===== src/rtl/instr_fetch_unit_if.sv =====
// Interface bundle for instr_fetch_unit: instruction-memory port plus the
// decode-side handshake, redirect input and halt status.
// master: the fetch unit. slave: memory / decode / datapath environment.
interface instr_fetch_unit_if;
    // Instruction memory port
    logic        iREN;
    logic [31:0] iaddr;
    logic        ihit;
    logic [31:0] iload;

    // Decode handshake
    logic [31:0] instr;
    logic [31:0] instr_pc;
    logic        instr_valid;
    logic        instr_ready;

    // Datapath redirect and status
    logic        redirect;
    logic [31:0] redirect_pc;
    logic        halted;

    modport master (
        output iREN, iaddr, instr, instr_pc, instr_valid, halted,
        input  ihit, iload, instr_ready, redirect, redirect_pc
    );

    modport slave (
        input  iREN, iaddr, instr, instr_pc, instr_valid, halted,
        output ihit, iload, instr_ready, redirect, redirect_pc
    );
endinterface


===== src/rtl/instr_fetch_unit.sv =====
// instr_fetch_unit: owns the PC, prefetches instruction words into a small
// FIFO and hands them to decode over a valid/ready handshake. Redirects from
// the datapath flush the FIFO and restart fetch; a popped HALT stops fetch
// until reset.
// Optional build macro FETCH_PERF_EN adds stall_cnt / flush_cnt counters.
module instr_fetch_unit #(
    parameter logic [31:0] PC_INIT   = 32'h0000_0000,
    parameter int unsigned BUF_DEPTH = 2
) (
    input  logic                CLK,
    input  logic                nRST,
    instr_fetch_unit_if.master  bus
`ifdef FETCH_PERF_EN
    ,
    output logic [31:0]         stall_cnt,
    output logic [31:0]         flush_cnt
`endif
);

    localparam int unsigned PTR_W = (BUF_DEPTH > 1) ? $clog2(BUF_DEPTH) : 1;
    localparam int unsigned CNT_W = PTR_W + 1;
    localparam logic [CNT_W-1:0] DEPTH_CNT = CNT_W'(BUF_DEPTH);

    localparam logic [1:0] IDLE   = 2'd0;
    localparam logic [1:0] FETCH  = 2'd1;
    localparam logic [1:0] HALTED = 2'd2;

    localparam logic [5:0] HALT_OP = 6'b111111;

    logic [1:0]        state;
    logic [31:0]       pc;
    logic [31:0]       buf_instr [BUF_DEPTH];
    logic [31:0]       buf_pc    [BUF_DEPTH];
    logic [PTR_W-1:0]  rd_ptr;
    logic [PTR_W-1:0]  wr_ptr;
    logic [CNT_W-1:0]  count;

    logic              in_fetch;
    logic              has_room;
    logic              req;
    logic              push;
    logic              pop;
    logic              halt_pop;
    logic              do_redirect;
    logic [31:0]       head_instr;
    logic [31:0]       head_pc;
    logic              head_valid;

    // Request / handshake qualifiers
    always_comb begin
        in_fetch    = (state == FETCH);
        has_room    = (count < DEPTH_CNT);
        req         = in_fetch && has_room && !bus.redirect;
        push        = req && bus.ihit;
        head_valid  = (count != '0);
        head_instr  = buf_instr[rd_ptr];
        head_pc     = buf_pc[rd_ptr];
        pop         = head_valid && bus.instr_ready;
        halt_pop    = in_fetch && pop && (head_instr[31:26] == HALT_OP);
        // A HALT pop wins over a simultaneous redirect.
        do_redirect = in_fetch && bus.redirect && !halt_pop;
    end

    // Outputs toward memory and decode; head fields read as zero when empty
    always_comb begin
        bus.iREN        = req;
        bus.iaddr       = pc;
        bus.instr_valid = head_valid;
        bus.instr       = head_valid ? head_instr : '0;
        bus.instr_pc    = head_valid ? head_pc    : '0;
        bus.halted      = (state == HALTED);
    end

    // Fetch control FSM: IDLE -> FETCH -> HALTED (left only by reset)
    always_ff @(posedge CLK or negedge nRST) begin
        if (!nRST) begin
            state <= IDLE;
        end else begin
            case (state)
                IDLE:    state <= FETCH;
                FETCH:   if (halt_pop) state <= HALTED;
                HALTED:  state <= HALTED;
                default: state <= IDLE;
            endcase
        end
    end

    // PC and FIFO bookkeeping: halt flush > redirect flush > push/pop
    always_ff @(posedge CLK or negedge nRST) begin
        if (!nRST) begin
            pc     <= PC_INIT;
            rd_ptr <= '0;
            wr_ptr <= '0;
            count  <= '0;
        end else if (halt_pop) begin
            rd_ptr <= '0;
            wr_ptr <= '0;
            count  <= '0;
        end else if (do_redirect) begin
            pc     <= bus.redirect_pc & 32'hFFFF_FFFC;
            rd_ptr <= '0;
            wr_ptr <= '0;
            count  <= '0;
        end else begin
            if (push) begin
                pc     <= pc + 32'd4;
                wr_ptr <= wr_ptr + PTR_W'(1);
            end
            if (pop) begin
                rd_ptr <= rd_ptr + PTR_W'(1);
            end
            case ({push, pop})
                2'b10:   count <= count + CNT_W'(1);
                2'b01:   count <= count - CNT_W'(1);
                default: count <= count;
            endcase
        end
    end

    // FIFO storage; contents are don't-care while the slot is not counted
    always_ff @(posedge CLK) begin
        if (push) begin
            buf_instr[wr_ptr] <= bus.iload;
            buf_pc[wr_ptr]    <= pc;
        end
    end

`ifdef FETCH_PERF_EN
    // Saturating performance counters, active only while fetching
    always_ff @(posedge CLK or negedge nRST) begin
        if (!nRST) begin
            stall_cnt <= '0;
            flush_cnt <= '0;
        end else begin
            if (in_fetch && !head_valid && (stall_cnt != '1)) begin
                stall_cnt <= stall_cnt + 32'd1;
            end
            if (do_redirect && (flush_cnt != '1)) begin
                flush_cnt <= flush_cnt + 32'd1;
            end
        end
    end
`endif

endmodule


===== src/flat_wrapper.sv =====
// flat-port wrapper written by rule: the top's interface ports become plain ports
module instr_fetch_unit_flat 
#(
    parameter logic [31:0] PC_INIT   = 32'h0000_0000,
    parameter int unsigned BUF_DEPTH = 2
)
  (CLK, nRST, bus_iREN, bus_iaddr, bus_instr, bus_instr_pc, bus_instr_valid, bus_halted, bus_ihit, bus_iload, bus_instr_ready, bus_redirect, bus_redirect_pc);
  instr_fetch_unit_if bus_i ();
  input  logic CLK;
  input  logic nRST;
  output wire logic [$bits(bus_i.iREN)-1:0] bus_iREN;
  output wire logic [$bits(bus_i.iaddr)-1:0] bus_iaddr;
  output wire logic [$bits(bus_i.instr)-1:0] bus_instr;
  output wire logic [$bits(bus_i.instr_pc)-1:0] bus_instr_pc;
  output wire logic [$bits(bus_i.instr_valid)-1:0] bus_instr_valid;
  output wire logic [$bits(bus_i.halted)-1:0] bus_halted;
  input wire logic [$bits(bus_i.ihit)-1:0] bus_ihit;
  input wire logic [$bits(bus_i.iload)-1:0] bus_iload;
  input wire logic [$bits(bus_i.instr_ready)-1:0] bus_instr_ready;
  input wire logic [$bits(bus_i.redirect)-1:0] bus_redirect;
  input wire logic [$bits(bus_i.redirect_pc)-1:0] bus_redirect_pc;
  assign bus_iREN = bus_i.iREN;
  assign bus_iaddr = bus_i.iaddr;
  assign bus_instr = bus_i.instr;
  assign bus_instr_pc = bus_i.instr_pc;
  assign bus_instr_valid = bus_i.instr_valid;
  assign bus_halted = bus_i.halted;
  assign bus_i.ihit = bus_ihit;
  assign bus_i.iload = bus_iload;
  assign bus_i.instr_ready = bus_instr_ready;
  assign bus_i.redirect = bus_redirect;
  assign bus_i.redirect_pc = bus_redirect_pc;
  instr_fetch_unit #(.PC_INIT(PC_INIT), .BUF_DEPTH(BUF_DEPTH)) u_core (.CLK(CLK), .nRST(nRST), .bus(bus_i));
endmodule

===== config.mk =====
export PLATFORM = sky130hd
export DESIGN_NAME = instr_fetch_unit_flat
export DESIGN_NICKNAME = d
export VERILOG_FILES = /design/src/rtl/instr_fetch_unit_if.sv /design/src/rtl/instr_fetch_unit.sv /design/src/flat_wrapper.sv
export SDC_FILE = /design/constraint.sdc
export NUM_CORES = 1
export LEC_CHECK = 0
export CAP_MARGIN = 20
export CELL_PAD_IN_SITES_DETAIL_PLACEMENT = 1
export CELL_PAD_IN_SITES_GLOBAL_PLACEMENT = 1
export CORE_UTILIZATION = 30
export DETAILED_ROUTE_END_ITERATION = 6
export PLACE_DENSITY_LB_ADDON = 0.1
export SYNTH_ARGS = -nofsm -noshare
export SYNTH_HDL_FRONTEND = slang
export SYNTH_SLANG_ARGS = --single-unit

===== constraint.sdc =====
create_clock -name CLK -period 4.25 [get_ports CLK]
set_input_delay 0.85 -clock CLK [delete_from_list [all_inputs] [get_ports CLK]]
set_output_delay 0.85 -clock CLK [all_outputs]
set_load 0.03 [all_outputs]

==> metrics <==
maximum root-to-sink buffer count=2; cell with the biggest individual delay on the critical path=sky130_fd_sc_hd__dfrtp_4; wire length of the first global-routing pass=27700 µm; dpl hpwl=11500 µm; starting density of the core=0.309; first drt pass iteration count=4; RSZ-0062 raised after global routing=false; Worst path top cell family by delay=buffers and inverters; max-slew headroom at the worst pin=0.379; # fillers=2311; Internal=0.00409 W; synthesized instance count=515; result of the run=complete, no violations; fraction of synthesis flops using an asynchronous set or reset pin=0.225; final number of setup-violating endpoints=0; number of sinks handled by clock tree synthesis=160; primary flip-flop cell chosen by synthesis mapping=sky130_fd_sc_hd__edfxtp_1; post-cts resize count=0; largest fanout on the critical path=37; routability-driven placement congestion ratio=0.735; combined buffer and inverter count along the critical path=2; standby leakage power=3.32 nW; clock skew after layout=0.00988 ns; endpoint type of the worst setup path=primary output; EDFF count, synth=124; final worst-path setup slack=0.908 ns; Die Outline Area=0.0234 mm²; element type at the critical path start=register; number of global-route vias before repair=4963; cts bufs inserted=17; hold crit path type=in2async; Post-Synthesis Mean Instance Area=13.3 µm²; Die Y=153 µm; antenna cells=0; sequential cell area fraction in the yosys report=0.676; H-Tree Depth=4; Crit path largest cell delay=0.76 ns; routed vias=4575; final hold violation count=0; shortest period the worst path allows=3.34 ns; pre-CTS WS=1.13 ns; Synthesis Warnings=0; wire length after detailed routing=17300 µm; maxcap violations=0; Area Growth Syn to Fin=36.9%; number of distinct library cells after synthesis=43; register bit count reported by yosys=160; total power=0.00692 W; clock root cell=sky130_fd_sc_hd__clkbuf_16; count of nets left with antenna violations after detail routing=0; number of DRC markers after the initial detailed-route iteration=164; number of buffers inserted to repair setup after CTS=0; antenna violations before repair=0; overall global routing resource usage=0.155; Cell Pwr Density=740 mW/mm²; cells along the critical path=buf_12, mux2i_1, nor2_1, clkdlybuf4s50_1; chip width=153 µm; final worst path period share=0.786; clock tree from TritonCTS=done; Final Non-Filler Cells=970; sequential fraction of design power=0.348; portion of total power attributed to combinational logic=0.435; Max Transition Viols Final=0; switching part of the total power=0.409; area of the core region=0.0221 mm²; clock share of power=0.217; Worst VDD drop=0.281 mV; I/O pin count=168; Placement Rows=54; # nets final=751; Achievable Freq=0.299 GHz; classification of the worst setup path=reg2out; DRC=0; average via count per standard cell=4.72; post-DR wirelength/cell=17.9 µm; clk_lat worst skew=0.42 ns; total instance count after detailed placement=938; arrival time of the worst setup path=2.49 ns; Overflow after GRT=0; switching pwr=0.00283 W; commonest cells after routing, fill and taps aside=160 x sky130_fd_sc_hd__clkdlybuf4s50_1, 124 x sky130_fd_sc_hd__edfxtp_1, 85 x sky130_fd_sc_hd__nor2_1, 62 x sky130_fd_sc_hd__mux2i_1, 35 x sky130_fd_sc_hd__dfrtp_1; most common library cell in the layout ignoring fill and taps=sky130_fd_sc_hd__clkdlybuf4s50_1; PortBufs=161; area of the mapped netlist=0.00684 mm²; pin count of the biggest net entering global routing=61; required arrival time at the worst endpoint=3.40 ns; Hold-fix buffers, CTS=0; transition time of the tightest slew-check pin=0.932 ns; post-route setup TNS=0 ns; clock slew at the register clock pins of the worst setup and hold paths=0.07 ns; fraction of layout instances using a drive strength above 1=0.0754
## per-stage QoR
| stage | utilization | hold WS [ns] | area [µm²] |
|---|---|---|---|
| 2_1_floorplan | - | 0.552 | 6850 |
| 3_3_place_gp | 0.398 | 0.546 | 8780 |
| 3_5_place_dp | 0.398 | 0.556 | 8780 |
| 4_1_cts | 0.424 | 0.578 | 9360 |
| 5_1_grt | 0.424 | 0.597 | 9360 |
| 6_report | 0.424 | 0.562 | 9360 |
## path summary, 6_finish.rpt
check	end	from	slack, ns	cells after the start
setup / recovery	bus_instr_pc[16]	u_core.rd_ptr$_DFFE_PN0P_	0.91	4
hold / removal	u_core.bus.iaddr[24]$_DFFE_PN0P_	nRST	0.56	1
setup reg to reg	u_core.bus.iaddr[6]$_DFFE_PN0P_	u_core.rd_ptr$_DFFE_PN0P_	1.53	7
hold reg to reg	u_core.buf_pc[0][26]$_DFFE_PP_	u_core.bus.iaddr[26]$_DFFE_PN0P_	0.57	0
max in group asynchronous	u_core.rd_ptr$_DFFE_PN0P_	nRST	2.98	1
min in group CLK	u_core.buf_pc[0][26]$_DFFE_PP_	u_core.bus.iaddr[26]$_DFFE_PN0P_	0.57	0
## power groups by stage
| stage | Sequential (W) | Combinational (W) | Clock, W |
|---|---|---|---|
| global placement | 0.00243 | 0.00301 | 0 |
| global route | 0.00246 | 0.00323 | 0.00161 |
| CTS | 0.00242 | 0.00307 | 0.00156 |
| detailed placement | 0.00245 | 0.00306 | 0 |
| floorplan | 0.00253 | 0.00161 | 0 |
| finish | 0.00241 | 0.00301 | 0.00150 |
## routing by layer
| layer | vias to the layer above | wire length [µm] | GRT usage |
|---|---|---|---|
| li1 | 2176 | - | - |
| met1 | 2275 | 8170 | 0.205 |
| met2 | 109 | 8390 | 0.256 |
| met3 | 15 | 568 | 0.0326 |
| met4 | 0 | 205 | 0.0476 |
| met5 | - | 0 | 0 |
## cell usage after synthesis, types with 2 or more instances
cell	n	area share
sky130_fd_sc_hd__xor2_1	2	0.0026
sky130_fd_sc_hd__mux2i_1	62	0.091
sky130_fd_sc_hd__nor2_1	88	0.048
sky130_fd_sc_hd__and3_1	6	0.0055
sky130_fd_sc_hd__inv_2	2	0.0011
sky130_fd_sc_hd__and2_1	2	0.0018
sky130_fd_sc_hd__a211oi_1	4	0.0044
sky130_fd_sc_hd__buf_6	3	0.0049
sky130_fd_sc_hd__nor4_1	10	0.0091
sky130_fd_sc_hd__a311oi_1	2	0.0026
sky130_fd_sc_hd__edfxtp_1	124	0.54
sky130_fd_sc_hd__xnor2_1	25	0.032
sky130_fd_sc_hd__o21ai_1	2	0.0015
sky130_fd_sc_hd__buf_2	4	0.0029
sky130_fd_sc_hd__a21oi_1	8	0.0059
sky130_fd_sc_hd__ha_1	5	0.0091
sky130_fd_sc_hd__o21ai_0	17	0.012
sky130_fd_sc_hd__nor4b_1	2	0.0026
sky130_fd_sc_hd__buf_4	5	0.0055
sky130_fd_sc_hd__dfrtp_1	36	0.13
sky130_fd_sc_hd__nand2_1	27	0.015
sky130_fd_sc_hd__nand4_1	7	0.0064
sky130_fd_sc_hd__clkbuf_1	16	0.0088
sky130_fd_sc_hd__nand2b_1	2	0.0018
sky130_fd_sc_hd__nor3_1	13	0.0095
sky130_fd_sc_hd__nor3b_1	2	0.0022
sky130_fd_sc_hd__nand3_1	14	0.010
sky130_fd_sc_hd__inv_1	10	0.0055
## cells by family (layout without fill, tap and decap cells)
family          count (synthesis)  count (layout)  synth area share
compound gates                 38              38            0.0351
xor+xnor                       27              27            0.0346
fa+ha+maj                       5               5           0.00915
buf+inv                        40             212            0.0287
flops                         160             160             0.676
mux                            64              64            0.0946
other cells                     1               4          0.000548
simple gates                  180             180             0.121
## area by class of cell
cell class                      count  area [µm²]  share of cell area
Clock inverter                     15         151              0.0162
Timing Repair Buffer              168        1710               0.183
Inverter                           12        45.0             0.00481
Tap cell                          280         350              0.0374
Clock buffer                       17         425              0.0454
Multi-Input combinational cell    318        2050               0.219
Sequential cell                   160        4630               0.494
## registers in the layout, summed over array words and instances, names as in the netlist
name,cells
u_core.rd_ptr,1
u_core.wr_ptr,1
u_core.bus.iaddr,30
u_core.state,2
u_core.count,2
u_core.buf_instr,64
u_core.buf_pc,60
No activity file was read; power rests on OpenSTA's default activity.
